--- src/rtl/instr_fetch_unit.sv ---
`default_nettype none
// ============================================================================
// Module   : instr_fetch_unit
// Purpose  : PC, 1-cycle imem request/response, instruction FIFO and a
//            registered valid/ready output stage with branch redirect flush.
// Options  : IFU_PERF_EN adds perf_fetch_cnt / perf_flush_cnt ports.
// Revision : 1.0 - initial release
// ============================================================================
module instr_fetch_unit #(
    parameter logic [31:0] RESET_PC  = 32'h0000_0000,
    parameter int          BUF_DEPTH = 2
) (
    input  logic        clk,
    input  logic        rst_n,
    output logic        imem_req,
    output logic [31:0] imem_addr,
    input  logic        imem_gnt,
    input  logic [31:0] imem_rdata,
    input  logic        redirect,
    input  logic [31:0] redirect_pc,
    output logic        instr_valid,
    input  logic        instr_ready,
    output logic [31:0] instr,
    output logic [31:0] instr_pc
`ifdef IFU_PERF_EN
    ,
    output logic [31:0] perf_fetch_cnt,
    output logic [31:0] perf_flush_cnt
`endif
);

    localparam int              c_ptr_w = (BUF_DEPTH > 1) ? $clog2(BUF_DEPTH) : 1;
    localparam int              c_cnt_w = $clog2(BUF_DEPTH + 1);
    localparam logic [c_cnt_w:0] c_depth = (c_cnt_w + 1)'(BUF_DEPTH);
    localparam logic [31:0]     c_nop   = 32'h0000_0013;

    typedef enum logic [1:0] {
        ST_WAIT  = 2'd0,
        ST_RUN   = 2'd1,
        ST_DRAIN = 2'd2
    } state_t;

    state_t               r_state;
    state_t               w_state_next;

    logic [31:0]          r_pc;
    logic                 r_inflight;
    logic [31:0]          r_inflight_pc;

    logic                 r_out_valid;
    logic [31:0]          r_out_instr;
    logic [31:0]          r_out_pc;

    logic [31:0]          r_fifo_instr [BUF_DEPTH];
    logic [31:0]          r_fifo_pc    [BUF_DEPTH];
    logic [c_ptr_w-1:0]   r_wr_ptr;
    logic [c_ptr_w-1:0]   r_rd_ptr;
    logic [c_cnt_w-1:0]   r_count;

    logic                 w_fetch_state;
    logic [c_cnt_w:0]     w_occupancy;
    logic                 w_accept;
    logic                 w_resp;
    logic                 w_out_free;
    logic                 w_fifo_empty;
    logic                 w_fifo_pop;
    logic                 w_fifo_push;

    // Occupancy uses the registered count: a same-cycle pop never frees a slot.
    assign w_fetch_state = (r_state == ST_RUN) || (r_state == ST_DRAIN);
    assign w_occupancy   = {1'b0, r_count} + {{c_cnt_w{1'b0}}, r_inflight};
    assign imem_req      = w_fetch_state && !redirect && (w_occupancy < c_depth);
    assign imem_addr     = r_pc;
    assign w_accept      = imem_req && imem_gnt;

    // Responses are wrong-path when a redirect lands on them or while draining.
    assign w_resp        = r_inflight && !redirect && (r_state != ST_DRAIN);
    assign w_out_free    = !r_out_valid || instr_ready;
    assign w_fifo_empty  = (r_count == '0);
    assign w_fifo_pop    = w_out_free && !w_fifo_empty && !redirect;
    assign w_fifo_push   = w_resp && !(w_out_free && w_fifo_empty);

    assign instr_valid   = r_out_valid;
    assign instr         = r_out_instr;
    assign instr_pc      = r_out_pc;

    always_ff @(posedge clk or negedge rst_n) begin
        if (!rst_n) begin
            r_state <= ST_WAIT;
        end else begin
            r_state <= w_state_next;
        end
    end

    always_comb begin
        w_state_next = r_state;
        case (r_state)
            ST_WAIT:  w_state_next = ST_RUN;
            ST_RUN:   w_state_next = (redirect && r_inflight) ? ST_DRAIN : ST_RUN;
            ST_DRAIN: w_state_next = redirect ? ST_DRAIN : ST_RUN;
            default:  w_state_next = ST_WAIT;
        endcase
    end

    always_ff @(posedge clk or negedge rst_n) begin
        if (!rst_n) begin
            r_pc          <= RESET_PC & 32'hFFFF_FFFC;
            r_inflight    <= 1'b0;
            r_inflight_pc <= '0;
        end else begin
            r_inflight <= w_accept;
            if (w_accept) begin
                r_inflight_pc <= r_pc;
            end
            if (redirect) begin
                r_pc <= redirect_pc & 32'hFFFF_FFFC;
            end else if (w_accept) begin
                r_pc <= r_pc + 32'd4;
            end
        end
    end

    // Output stage is the architectural FIFO head; the response bypasses
    // the buffer when both are empty so an accept at N is visible at N+2.
    always_ff @(posedge clk or negedge rst_n) begin
        if (!rst_n) begin
            r_out_valid <= 1'b0;
            r_out_instr <= c_nop;
            r_out_pc    <= '0;
        end else if (redirect) begin
            r_out_valid <= 1'b0;
        end else if (w_out_free) begin
            if (w_fifo_pop) begin
                r_out_valid <= 1'b1;
                r_out_instr <= r_fifo_instr[r_rd_ptr];
                r_out_pc    <= r_fifo_pc[r_rd_ptr];
            end else if (w_resp) begin
                r_out_valid <= 1'b1;
                r_out_instr <= imem_rdata;
                r_out_pc    <= r_inflight_pc;
            end else begin
                r_out_valid <= 1'b0;
            end
        end
    end

    always_ff @(posedge clk or negedge rst_n) begin
        if (!rst_n) begin
            r_wr_ptr <= '0;
            r_rd_ptr <= '0;
            r_count  <= '0;
        end else if (redirect) begin
            r_wr_ptr <= '0;
            r_rd_ptr <= '0;
            r_count  <= '0;
        end else begin
            if (w_fifo_push) begin
                r_wr_ptr <= r_wr_ptr + c_ptr_w'(1);
            end
            if (w_fifo_pop) begin
                r_rd_ptr <= r_rd_ptr + c_ptr_w'(1);
            end
            case ({w_fifo_push, w_fifo_pop})
                2'b10:   r_count <= r_count + c_cnt_w'(1);
                2'b01:   r_count <= r_count - c_cnt_w'(1);
                default: r_count <= r_count;
            endcase
        end
    end

    always_ff @(posedge clk) begin
        if (w_fifo_push) begin
            r_fifo_instr[r_wr_ptr] <= imem_rdata;
            r_fifo_pc[r_wr_ptr]    <= r_inflight_pc;
        end
    end

`ifdef IFU_PERF_EN
    logic [31:0] r_perf_fetch_cnt;
    logic [31:0] r_perf_flush_cnt;

    always_ff @(posedge clk or negedge rst_n) begin
        if (!rst_n) begin
            r_perf_fetch_cnt <= '0;
            r_perf_flush_cnt <= '0;
        end else begin
            if (w_accept) begin
                r_perf_fetch_cnt <= r_perf_fetch_cnt + 32'd1;
            end
            if (redirect) begin
                r_perf_flush_cnt <= r_perf_flush_cnt + 32'd1;
            end
        end
    end

    assign perf_fetch_cnt = r_perf_fetch_cnt;
    assign perf_flush_cnt = r_perf_flush_cnt;
`endif

endmodule
`default_nettype wire

--- config.mk ---
export PLATFORM = sky130hd
export DESIGN_NAME = instr_fetch_unit
export DESIGN_NICKNAME = d
export VERILOG_FILES = /design/src/rtl/instr_fetch_unit.sv
export SDC_FILE = /design/constraint.sdc
export NUM_CORES = 1
export LEC_CHECK = 0
export BUFFER_PORTS_ARGS = -buffer_cell sky130_fd_sc_hd__buf_2
export CAP_MARGIN = 5
export CORE_ASPECT_RATIO = 1.4
export CORE_MARGIN = 3
export CORE_UTILIZATION = 60
export CTS_CLUSTER_SIZE = 8
export DETAILED_ROUTE_END_ITERATION = 8
export GPL_TIMING_DRIVEN = 0
export PLACE_DENSITY = 0.87
export SYNTH_ARGS = -nofsm -noshare
export SYNTH_HDL_FRONTEND = slang
export SYNTH_SLANG_ARGS = --single-unit
--- constraint.sdc ---
create_clock -name clk -period 23.4 [get_ports clk]
set_clock_uncertainty 0.2 [all_clocks]
set_input_delay 1.17 -clock clk [delete_from_list [all_inputs] [get_ports clk]]
set_output_delay 1.17 -clock clk [all_outputs]
set_load 0.02 [all_outputs]
==> results.ini <==
[outcome]
status = complete, no violations

[worst_setup_path]
cp_slowest_cell = buf_2
crit_type = primary input to output port
cp.depth = 4
critPathLaunch = redirect
critical-path-max-stage-delay_ns = 0.17
crit_path_end_kind = output port
startpoint_type = primary input
crit_chain = buf_6 -> nor2b_1 -> and2_1 -> buf_2
r2r.worst_path.cells = 6
path_buf_inv = 2
crit_required_ns = 22.03
crit_family = buffers and inverters
cp_max_fo = 10
worstPathArrival_ns = 1.76
r2r-start = r_state[0]

[logic_synthesis]
ys_warn_count = 0
synth_area_per_cell_sq_um = 11.3
yosys_register_bits = 254
ys_async_sr_fraction = 0.512
synth_cell_types = 54
ys_seq_area_frac = 0.656
synth_ff_type = dfrtp_1
netlist_instances = 939
syn_area_sq_um = 10600
synth_edf_count = 124

[drt]
firstDrtPassIters = 5
wl_per_cell_um = 19.5
dr.max_layer_used = met4
wl_met1_um = 10300
vias = 8387
wl_met3_um = 1880
via_per_inst = 5.95
route.met2.wl_um = 14200
drt-initial-drc-count = 769
drc = 0
wirelength_um = 27500
ant_nets = 0

[cts]
ctsHtreeMaxLevel = 2
cts_resized = 0
cts_made_buffers = 37
cts_buffer_depth = 3
postCtsSetupBuffers = 0
cts_sinks = 254
clock_latency_ns = 0.49
cts_tree = yes
cts.clk_slew.worst_paths_ns = 0.05
clock_tree.root_cell = clkbuf_16
ctsHoldBuffers = 0

[run]
drv_cap = 0

[floorplanning]
chipWidth_um = 119
coreArea_sq_um = 17400
row_count = 57
die_area_sq_um = 19400
io_pins = 167
die_h_um = 164
initial_core_util = 0.612

[global_route]
grt_max_degree = 83
grt_pass1_vias = 8714
grt_usage = 0.288
globalRouteOverflowTotal = 0
grt_pass1_wl_um = 44500
antenna_found_initial = 0

[worst_hold_path]
holdPathStages = 2
min_from = instr[4]
hold_class = flop to flop

[power_and_ir_drop]
ir_drop_uv = 63.4
total_power_w = 0.00149
powerDensity_nw_per_um2 = 115
cellLeakagePower_nw = 5.35

[cells_and_area]
fin_area_sq_um = 12900
area_growth_pct = 21.5
n_antenna_cell = 0
layout.nets = 1223
layout_common_cells = nand2_1 (255), buf_2 (169), dfrtp_1 (127)
layout-drive-gt1-share = 0.207
layout_commonest_cell = nand2_1

[placed_design]
port_buffers = 159
dpl_cell_area_sq_um = 11900
gp_congestion = 0.980
hpwl_um = 17900

[sta]
period_minus_slack_ns = 3.13
maxClockFrequency_mhz = 320
rsz0062_at_grt = no
relSlewSlack = 0.406
finalSetupTns_ns = 0
slew_violations = 0
fin_crit_sh = 0.134
setup_violations = 0
final_hold_viol_count = 0
worst_slew_pin_slew_ns = 0.891

==> synth_stat cells, types with 2 or more instances <==
library cell	number	area, sq um
a211oi_1	64	480
a21oi_1	14	70.1
a221o_1	6	60.1
a22oi_1	2	15.0
a31oi_1	66	413
a32oi_1	2	17.5
and2_0	2	12.5
and2_1	4	25.0
buf_1	4	15.0
buf_2	11	55.1
buf_4	4	30.0
buf_6	5	56.3
clkbuf_1	43	161
dfrtp_1	127	3180
dfstp_2	3	78.8
edfxtp_1	124	3720
ha_1	5	62.6
inv_1	8	30.0
nand2_1	255	957
nand3_1	17	85.1
nand3_2	2	20.0
nand4_1	8	50.1
nor2_1	18	67.6
nor2b_1	64	400
nor3_1	9	45.0
nor4_1	2	12.5
o211ai_1	8	60.1
o21ai_0	19	95.1
o311ai_0	7	61.3
or3_1	9	56.3
or4_1	2	15.0
xnor2_1	2	17.5
xor2_1	2	17.5
==> sequential cells by signal, summed over array words and instances, names as in the netlist, 2 cells and up <==
| name | cells |
|---|---|
| imem_addr | 30 |
| r_count | 2 |
| instr_pc | 30 |
| r_fifo_pc | 60 |
| instr | 32 |
| r_state | 2 |
| r_inflight_pc | 30 |
| r_fifo_instr | 64 |
==> per-layer routing <==
layer	global-route usage	up-vias
li1	-	3813
met1	0.345	4026
met2	0.515	452
met3	0.0378	96
met4	0.137	0
met5	0	-
==> kinds of logic after synthesis <==
logic type,Yosys count,share of synthesized area
AOI/OAI and AO/OA,196,0.125
xor gates and xnor gates,4,0.00329
adders and majority gates,5,0.00588
buffers and inverters,76,0.0340
DFF,254,0.656
other,1,0.000352
and+or+nand+nor,403,0.175
==> worst reg2reg max path: stages, from the launching register on <==
cell and delay, ns:
dfrtp_1 0.38, inv_1 0.08, ha_1 0.23, nand2b_1 0.14, buf_2 0.18, nor3_1 0.26
and2_4 0.80
==> through the flow <==
| stage | setup WS (ns) | hold slack, ns | instances | util |
|---|---|---|---|---|
| 2_1_floorplan | 15.10 | 0.263 | 942 | - |
| 3_3_place_gp | 11.59 | 0.276 | 1337 | 0.675 |
| 3_5_place_dp | 20.00 | 0.282 | 1346 | 0.681 |
| 4_1_cts | 20.27 | 0.291 | 1410 | 0.743 |
| 5_1_grt | 20.25 | 0.320 | 1410 | 0.743 |
| 6_report | 20.27 | 0.287 | 1410 | 0.743 |
==> cell type report <==
cell class | count | area [sq um]
Sequential cell | 254 | 6980
Clock inverter | 1 | 8.76
Inverter | 8 | 30.0
Clock buffer | 63 | 1080
Buffer | 68 | 332
Tap cell | 236 | 295
Fill cell | 1202 | 4470
Timing Repair Buffer | 168 | 890
Multi-Input combinational cell | 612 | 3320
==> power breakdown <==
part           internal, W  switching (W)
registers         0.000578      0.0000790
clock network     0.000310       0.000182
logic             0.000117       0.000222
total              0.00100       0.000484
==> final timing paths <==
check | endpoint | slack (ns)
setup / recovery | imem_req | 20.27
hold / removal | instr[4] | 0.29
setup reg to reg | r_fifo_instr[1][24] | 20.72
hold reg to reg | instr[4] | 0.29
max in group asynchronous | instr_pc[4] | 21.78
min in group asynchronous | instr[2] | 0.43
(Power assumes the default switching activity.)
